### src/rtl/irq_pending_ctrl_pkg.sv
// Shared constants and FSM state type for the interrupt pending controller.
package irq_pkg;

  localparam int N_SRC = 8;
  localparam int VEC_W = 3;

  typedef enum logic [0:0] {
    IDLE = 1'b0,
    REQ  = 1'b1
  } state_t;

endpackage

### src/rtl/irq_pending_ctrl_if.sv
// Consumer-side interrupt handshake: request/vector out, single-cycle ack back.
interface irq_pending_ctrl_if;
  import irq_pkg::*;

  logic             int_req;
  logic [VEC_W-1:0] int_vec;
  logic             int_ack;

  // Controller side drives the request and vector.
  modport master (output int_req, output int_vec, input int_ack);
  // Consumer side (CPU/sequencer) returns the acknowledge.
  modport slave  (input int_req, input int_vec, output int_ack);

endinterface

### src/rtl/irq_pending_ctrl_edge_sync.sv
// Multi-flop synchroniser per request line followed by rising-edge detection.
module irq_edge_sync #(
  parameter int WIDTH       = 8,
  parameter int SYNC_STAGES = 2
) (
  input  logic             clk,
  input  logic             rst_n,
  input  logic [WIDTH-1:0] async_in,
  output logic [WIDTH-1:0] edge_out
);

  logic [WIDTH-1:0] sync_q [SYNC_STAGES];
  logic [WIDTH-1:0] prev_q;

  // Shift the raw lines through the synchroniser chain and keep the last
  // synchronised value for edge comparison; everything clears to 0 so a line
  // held high across reset still yields one event after release.
  always_ff @(posedge clk or negedge rst_n) begin
    if (!rst_n) begin
      for (int s = 0; s < SYNC_STAGES; s++) begin
        sync_q[s] <= '0;
      end
      prev_q <= '0;
    end else begin
      sync_q[0] <= async_in;
      for (int s = 1; s < SYNC_STAGES; s++) begin
        sync_q[s] <= sync_q[s-1];
      end
      prev_q <= sync_q[SYNC_STAGES-1];
    end
  end

  assign edge_out = sync_q[SYNC_STAGES-1] & ~prev_q;

endmodule

### src/rtl/irq_pending_ctrl.sv
// Interrupt front-end: edge capture into pending bits, masked feed to the
// external priority encoder, and req/ack presentation of the chosen vector.
module irq_pending_ctrl
  import irq_pkg::*;
#(
  parameter int SYNC_STAGES = 2
) (
  input  logic             clk,
  input  logic             rst_n,
  input  logic [N_SRC-1:0] irq_in,
  input  logic [N_SRC-1:0] irq_mask,
  input  logic             glb_en,
  output logic [N_SRC-1:0] enc_din,
  output logic             enc_ena,
  input  logic             enc_oe,
  input  logic [VEC_W-1:0] enc_addr,
  irq_pending_ctrl_if.master cpu,
  output logic [N_SRC-1:0] pending,
  output logic [N_SRC-1:0] ovf,
  input  logic [N_SRC-1:0] ovf_clr
);

  logic [N_SRC-1:0] edge_w;
  logic [N_SRC-1:0] clr_w;
  logic [N_SRC-1:0] pending_q;
  logic [N_SRC-1:0] ovf_q;
  logic [VEC_W-1:0] vec_q;
  state_t           state_q;

  irq_edge_sync #(
    .WIDTH       (N_SRC),
    .SYNC_STAGES (SYNC_STAGES)
  ) u_edge_sync (
    .clk      (clk),
    .rst_n    (rst_n),
    .async_in (irq_in),
    .edge_out (edge_w)
  );

  genvar gi;
  generate
    for (gi = 0; gi < N_SRC; gi++) begin : g_src
      // Only the source currently being serviced is cleared by the ack.
      assign clr_w[gi] = (state_q == REQ) && cpu.int_ack && (vec_q == VEC_W'(gi));

      // Pending bit: a new edge wins over a simultaneous clear so no event is lost.
      always_ff @(posedge clk or negedge rst_n) begin
        if (!rst_n) begin
          pending_q[gi] <= 1'b0;
        end else if (edge_w[gi]) begin
          pending_q[gi] <= 1'b1;
        end else if (clr_w[gi]) begin
          pending_q[gi] <= 1'b0;
        end
      end

      // Sticky overflow: an edge on a still-pending source; setting beats clearing.
      always_ff @(posedge clk or negedge rst_n) begin
        if (!rst_n) begin
          ovf_q[gi] <= 1'b0;
        end else if (edge_w[gi] && pending_q[gi] && !clr_w[gi]) begin
          ovf_q[gi] <= 1'b1;
        end else if (ovf_clr[gi]) begin
          ovf_q[gi] <= 1'b0;
        end
      end
    end
  endgenerate

  // Handshake FSM: capture the encoder result in IDLE, hold it frozen in REQ
  // until acknowledged; returning to IDLE guarantees a low cycle between requests.
  always_ff @(posedge clk or negedge rst_n) begin
    if (!rst_n) begin
      state_q <= IDLE;
      vec_q   <= '0;
    end else begin
      case (state_q)
        IDLE: begin
          if (enc_oe) begin
            vec_q   <= enc_addr;
            state_q <= REQ;
          end
        end
        REQ: begin
          if (cpu.int_ack) begin
            state_q <= IDLE;
          end
        end
        default: state_q <= IDLE;
      endcase
    end
  end

  assign enc_din     = pending_q & irq_mask;
  assign enc_ena     = glb_en;
  assign cpu.int_req = (state_q == REQ);
  assign cpu.int_vec = vec_q;
  assign pending     = pending_q;
  assign ovf         = ovf_q;

endmodule

### src/flat_wrapper.sv
// flat-port wrapper written by rule: the top's interface ports become plain ports
module irq_pending_ctrl_flat import irq_pkg::*;
#(
  parameter int SYNC_STAGES = 2
)
  (clk, rst_n, irq_in, irq_mask, glb_en, enc_din, enc_ena, enc_oe, enc_addr, pending, ovf, ovf_clr, cpu_int_req, cpu_int_vec, cpu_int_ack);
  irq_pending_ctrl_if cpu_i ();
  input  logic clk;
  input  logic rst_n;
  input  logic [N_SRC-1:0] irq_in;
  input  logic [N_SRC-1:0] irq_mask;
  input  logic glb_en;
  output logic [N_SRC-1:0] enc_din;
  output logic enc_ena;
  input  logic enc_oe;
  input  logic [VEC_W-1:0] enc_addr;
  output logic [N_SRC-1:0] pending;
  output logic [N_SRC-1:0] ovf;
  input  logic [N_SRC-1:0] ovf_clr;
  output wire logic [$bits(cpu_i.int_req)-1:0] cpu_int_req;
  output wire logic [$bits(cpu_i.int_vec)-1:0] cpu_int_vec;
  input wire logic [$bits(cpu_i.int_ack)-1:0] cpu_int_ack;
  assign cpu_int_req = cpu_i.int_req;
  assign cpu_int_vec = cpu_i.int_vec;
  assign cpu_i.int_ack = cpu_int_ack;
  irq_pending_ctrl #(.SYNC_STAGES(SYNC_STAGES)) u_core (.clk(clk), .rst_n(rst_n), .irq_in(irq_in), .irq_mask(irq_mask), .glb_en(glb_en), .enc_din(enc_din), .enc_ena(enc_ena), .enc_oe(enc_oe), .enc_addr(enc_addr), .cpu(cpu_i), .pending(pending), .ovf(ovf), .ovf_clr(ovf_clr));
endmodule
### config.mk
export PLATFORM = sky130hd
export DESIGN_NAME = irq_pending_ctrl_flat
export DESIGN_NICKNAME = d
export VERILOG_FILES = /design/src/rtl/irq_pending_ctrl_pkg.sv /design/src/rtl/irq_pending_ctrl_if.sv /design/src/rtl/irq_pending_ctrl_edge_sync.sv /design/src/rtl/irq_pending_ctrl.sv /design/src/flat_wrapper.sv
export SDC_FILE = /design/constraint.sdc
export NUM_CORES = 1
export LEC_CHECK = 0
export CAP_MARGIN = 15
export CORE_MARGIN = 2
export CORE_UTILIZATION = 41
export CTS_BUF_LIST = sky130_fd_sc_hd__clkbuf_4 sky130_fd_sc_hd__clkbuf_8 sky130_fd_sc_hd__clkbuf_16
export CTS_CLUSTER_DIAMETER = 50
export CTS_CLUSTER_SIZE = 8
export DETAILED_ROUTE_END_ITERATION = 12
export PLACE_DENSITY = 0.81
export SLEW_MARGIN = 30
export SYNTH_ARGS = -nofsm -noshare
export SYNTH_HDL_FRONTEND = slang
export SYNTH_SLANG_ARGS = --single-unit
### constraint.sdc
create_clock -name clk -period 1.39 [get_ports clk]
set_input_delay 0.278 -clock clk [delete_from_list [all_inputs] [get_ports clk]]
set_output_delay 0.278 -clock clk [all_outputs]
set_load 0.1 [all_outputs]
* Word level (Yosys, flattened, before mapping)
Index checks and enable logic that the tools add are counted.
** Word-level totals
- Bits in registers :: 44
- Bits in latches :: 0
- Bits in writable memories :: 0
- Memory bits (read-only) :: 0
- Output and inout port bits :: 29
- Memories :: 0
** Operators by class
- Add/sub/neg operators :: 0
- $mul :: 0
- Div/mod/pow operators :: 0
- $lt $le $gt $ge :: 0
- Eq/ne operators :: 7
- Shifts and indexed selects :: 0
- Mux-type cells :: 35
- Bitwise logic cells :: 4
- Reduce and logical (&&, ||, !) cells :: 51
** Operator list (number)
- 1-bit 2-to-1 mux :: 34
- 2-bit nonzero test :: 16
- 1-bit logical AND :: 25
- 8-bit AND :: 2
- 3-bit equality test (second input constant) :: 4
- 1-bit zero test :: 8
- 8-bit NOT :: 1
- 3-bit by 2-bit equality test with 1-bit output (second input constant) :: 2
- 3-bit by 1-bit equality test with 1-bit output (second input constant) :: 1
- 3-bit zero test :: 1
- 1-bit one-hot mux with 2 select lines :: 1
- 2-bit AND reduction :: 1
- 1-bit NOT :: 1

* Logic depth before layout (Yosys ltp)
- Word-level depth :: 5
- Depth in mapped cells :: 3
- Gate-level depth less buffers :: 3

* By module
Synthesis repeated with hierarchy kept, for this count alone.
** Second synthesis, totals
- Cells, all modules :: 113
- Area total of the unflattened synthesis :: 1564.0 um^2
** By module, submodules not included
- irq_pending_ctrl :: instances 1, cells an instance 81, area an instance 853.3 um^2, sequential area each 500.5 um^2
- irq_edge_sync :: instances 1, cells an instance 32, area an instance 710.7 um^2, sequential area each 600.6 um^2

* Least setup slack after synthesis
OpenSTA, ideal clock, no wires.
- Kind :: register to output
- Start :: register u_core.pending_q[5] (netlist: u_core.pending[5])
- End :: output port enc_din[5]
- Arrival :: 1.796 ns
- Slack :: -0.684 ns
- Cell stages (with the launch flop) :: 2
- Buffers on the path :: 0
- Path through :: dfrtp_1 and2_1
** On the way
- Word-level cells in the longest chain between the ends :: 1
** RTL lines
- start: declaration :: RTL line irq_pending_ctrl.sv:25 : logic [N_SRC-1:0] pending_q;
- start signal: indexed assignment :: RTL line irq_pending_ctrl.sv:49 : pending_q[gi] <= 1'b0;
- start signal: indexed assignment :: RTL line irq_pending_ctrl.sv:51 : pending_q[gi] <= 1'b1;
- start signal: indexed assignment :: RTL line irq_pending_ctrl.sv:53 : pending_q[gi] <= 1'b0;
- 8-bit AND :: RTL line irq_pending_ctrl.sv:94 : assign enc_din = pending_q & irq_mask;
- end: declaration :: RTL line flat_wrapper.sv:13 : output logic [N_SRC-1:0] enc_din;
Every way passes these cells.

* Worst setup path after layout
- Start :: register u_core.pending_q[7] (netlist: u_core.pending[7])
- End :: output port enc_din[7]
Same word-level chain as after synthesis.

==> metrics list <==
- Status: finished with violations
* Failing checks: setup timing
- Number of placed I/O pins: 61
- Cells fill 77.2% of the core in the end.
- The congestion estimate from routability-driven global placement came to 0.731.
- Cell accounting for the most synthesized area: dfrtp_1
* RSZ-0062 raised after global routing: yes
- Clock root buffer: clkbuf_4
- Post-Syn Nets: 144
* Post-detail-place hpwl: 2720 um
- NumNets Final: 221
- Hold-critical path depth: 1
* Setup slack of the critical path after layout: -7.20 ps
* Startpoint of the most critical register-to-register path: u_core.cpu.int_vec[2]$_DFFE_PN0P_
* Async S/R FF share, synth: 100%
- After routing the design area is 0.00262 mm^2.
- Once detail routing completed, the nets flagged for antenna violations numbered 0.
- Most common cell in the synthesized netlist: dfrtp_1
* Port Buf Inserts: 58
- In this run the deepest clock path goes through 2 buffers.
- Die extent in x: 64.1 um
- The setup path with the least slack is of type reg2out.
* Fraction of the yosys area taken by sequential cells: 74.5%
* H-tree Lvls: 2
- Highest clock rate: 716 MHz
- Total via count after detailed routing: 1,133
- In this run, synthesis inferred 0 flip-flops with an integrated enable.
- The number of antenna violations at the first check in global routing is 0.
- Row generation in the floorplan step produced 21 rows.
- VDD sags by at most 1.05 mV.
- The via count of the first global-routing pass was 1,351.
- Crit path arrival time: 1120 ps
* Number of instances in the synthesized netlist: 112
- In the global route stage, overall resource usage came out at 21.3%.
- Shortest period the worst path allows: 1400 ps
- The max-slew violation count is 0.
* Count of antenna diodes in the layout: 0
* Share of the cycle needed by the critical path after routing: 101%
- In this run the most critical hold path is launched from irq_in[7].
* Vertical die dimension: 64.1 um
- Layout filler cell count: 191
- Type of destination of the critical path: output port
- Synthesis instantiated 20 different standard cells from the library.
* Setup Viol. Count Final: 2
* Synth area leaders: dfrtp_1, inv_1, and2_1, o21ai_0, nand2b_1
* Fraction of final layout cells with drive strength greater than 1: 37.9%
* CTS tree: done
- Power consumption: 4310 uW
- Netlist area before placement: 0.00148 mm^2
* Wire length of the first global-routing pass: 6380 um
- Pin count of the biggest net entering global routing: 27
* Transition at the pin with the smallest max-transition slack: 440 ps
- Class of the tightest hold or removal check: in2reg
- In this run, CTS created clock tree buffers numbering 5.
- Dividing the detail-routed wire length by the instance count gives 15.3 um.
- Drt drc: 0
* Register bit count reported by yosys: 44
- Placeable core region: 0.00339 mm^2
- Global routing's busiest layer: met2
- Area growth from synthesis to layout: 76.9%
- The floorplan step defined a die boundary enclosing 0.00410 mm^2.
* Endpoint of the worst hold path: u_core.u_edge_sync.sync_q[15]$_DFF_PN0_
- Before CTS, the worst setup slack after placement is -158 ps.
- Maximum fanout count along the critical path: 3
- The first detailed-routing pass ran for 4 iterations.
- Power density over the cells: 1650 mW/mm^2
* Clk_lat worst skew: 350 ps
- For this block, the initial DRC count from the detailed router was 33.
- Area post-placement: 0.00244 mm^2
- Most instantiated flip-flop cell in the synthesis netlist: dfrtp_1
- Starting density of the core: 43.6%
* Static leakage power: 0.00118 uW
- For this run, global-route usage on met3 was measured as 7.39%.
- Slew margin rel.: 70.6%
- Hold violation total from the final report: 0
- After global routing the overflow that remains totals 0.
- Synth Warn #: 0
- Clock-pin slew was measured on the worst setup and hold paths at 120 ps.
* Synth cell count leaders: dfrtp_1, inv_1, o21ai_0
* Worst flop-to-flop path endpoint: u_core.ovf[0]$_DFFE_PN0P_
- Across the run, the number of max-cap violations was 0.
- Global routing consumed, on the met2 layer, 36.5% of the routing resources.
* Total number of clock tree sinks: 44
* Synth Area per Inst: 13.2 um^2
- Startpoint class of the critical path: flop
* Total wire length: 3620 um
* Met1 track demand over resource in global routing: 23.4%
- Worst endpoint required time: 1110 ps
- Final Hold Slack: 352 ps
* Reg-to-reg slack, setup: 110 ps
* Worst setup skew after layout: 14.9 ps
* Area share of the leading cell type in the synthesized netlist: 74.5%
- Path depth of the worst reg2reg path: 3
* Via density per instance: 4.80
-- cells in the final DEF (no fill, tap or decap), types with 2 or more instances in the layout --
cell type and n:
dfrtp_1 32, buf_12 29, clkdlybuf4s50_1 28, inv_1 15
dfrtp_2 11, and2_4 8, o21ai_0 8, clkbuf_4 8
nand2_1 7, nand2b_1 6, o22ai_1 6, buf_4 6
buf_6 5, mux2_2 2, o31ai_1 2, nor3_1 2
o2111ai_1 2
-- metrics by stage --
stage / TNS (ps) / cells
finish: -8.01 / 236
global route: -273 / 236
CTS: -29.5 / 236
detailed placement: -1810 / 216
global placement: -786 / 216
floorplan: -136 / 112
-- critical path, cell delays in order (launching register included) --
cell	delay [ps]
dfrtp_2	450
and2_4	160
buf_12	160
-- sequential cells by signal, summed over array words and instances, names as in the netlist --
signal,cells
u_core.u_edge_sync.prev_q,8
u_core.cpu.int_req,1
u_core.u_edge_sync.sync_q,16
u_core.ovf,8
u_core.cpu.int_vec,3
u_core.pending,8
-- cell families after synthesis --
family	share of synthesized area, %
simple gates	10.5
flops	74.5
buf+inv	4.31
compound gates	9.22
mux	1.52
-- power breakdown --
group	total (uW)	leakage (uW)	internal, uW	switching, uW
clock network	623	0.0000368	260	363
registers	1590	0.000493	1430	156
logic	2100	0.000655	801	1300
-- what timing repair did --
item,CTS,global route
hold buffers,1,0
setup endpoints to repair,8,15
pin swaps,3,4
buffers inserted,11,0
resized for setup,1,7
hold endpoints to repair,18,0
-- layer usage --
| layer | share of wire [%] | up-vias |
|---|---|---|
| li1 | - | 523 |
| met3 | 6.8 | 10 |
| met1 | 35 | 554 |
| met2 | 55 | 46 |
| met4 | 3.3 | 0 |
| met5 | 0 | - |
-- final cells by class --
cell class | count | area [um^2] | area share (%)
inverter | 15 | 56.3 | 2.15
timing repair buffer | 71 | 990 | 37.8
sequential | 44 | 1120 | 42.8
tap | 46 | 57.6 | 2.20
clock buffer | 8 | 60.1 | 2.30
multi-input combinational | 52 | 334 | 12.8
-- worst max-delay path by stage --
stage	startpoint	end	depth (start not counted)
final	u_core.pending[7]$_DFFE_PN0P_	enc_din[7]	2
after global routing	u_core.pending[7]$_DFFE_PN0P_	enc_din[7]	2
after CTS	u_core.pending[7]$_DFFE_PN0P_	enc_din[7]	2
after detailed placement	cpu_int_ack	u_core.ovf[2]$_DFFE_PN0P_	4
after global placement	cpu_int_ack	u_core.ovf[6]$_DFFE_PN0P_	4
after floorplan	u_core.pending[5]$_DFFE_PN0P_	enc_din[5]	1
(Power assumes the default switching activity.)
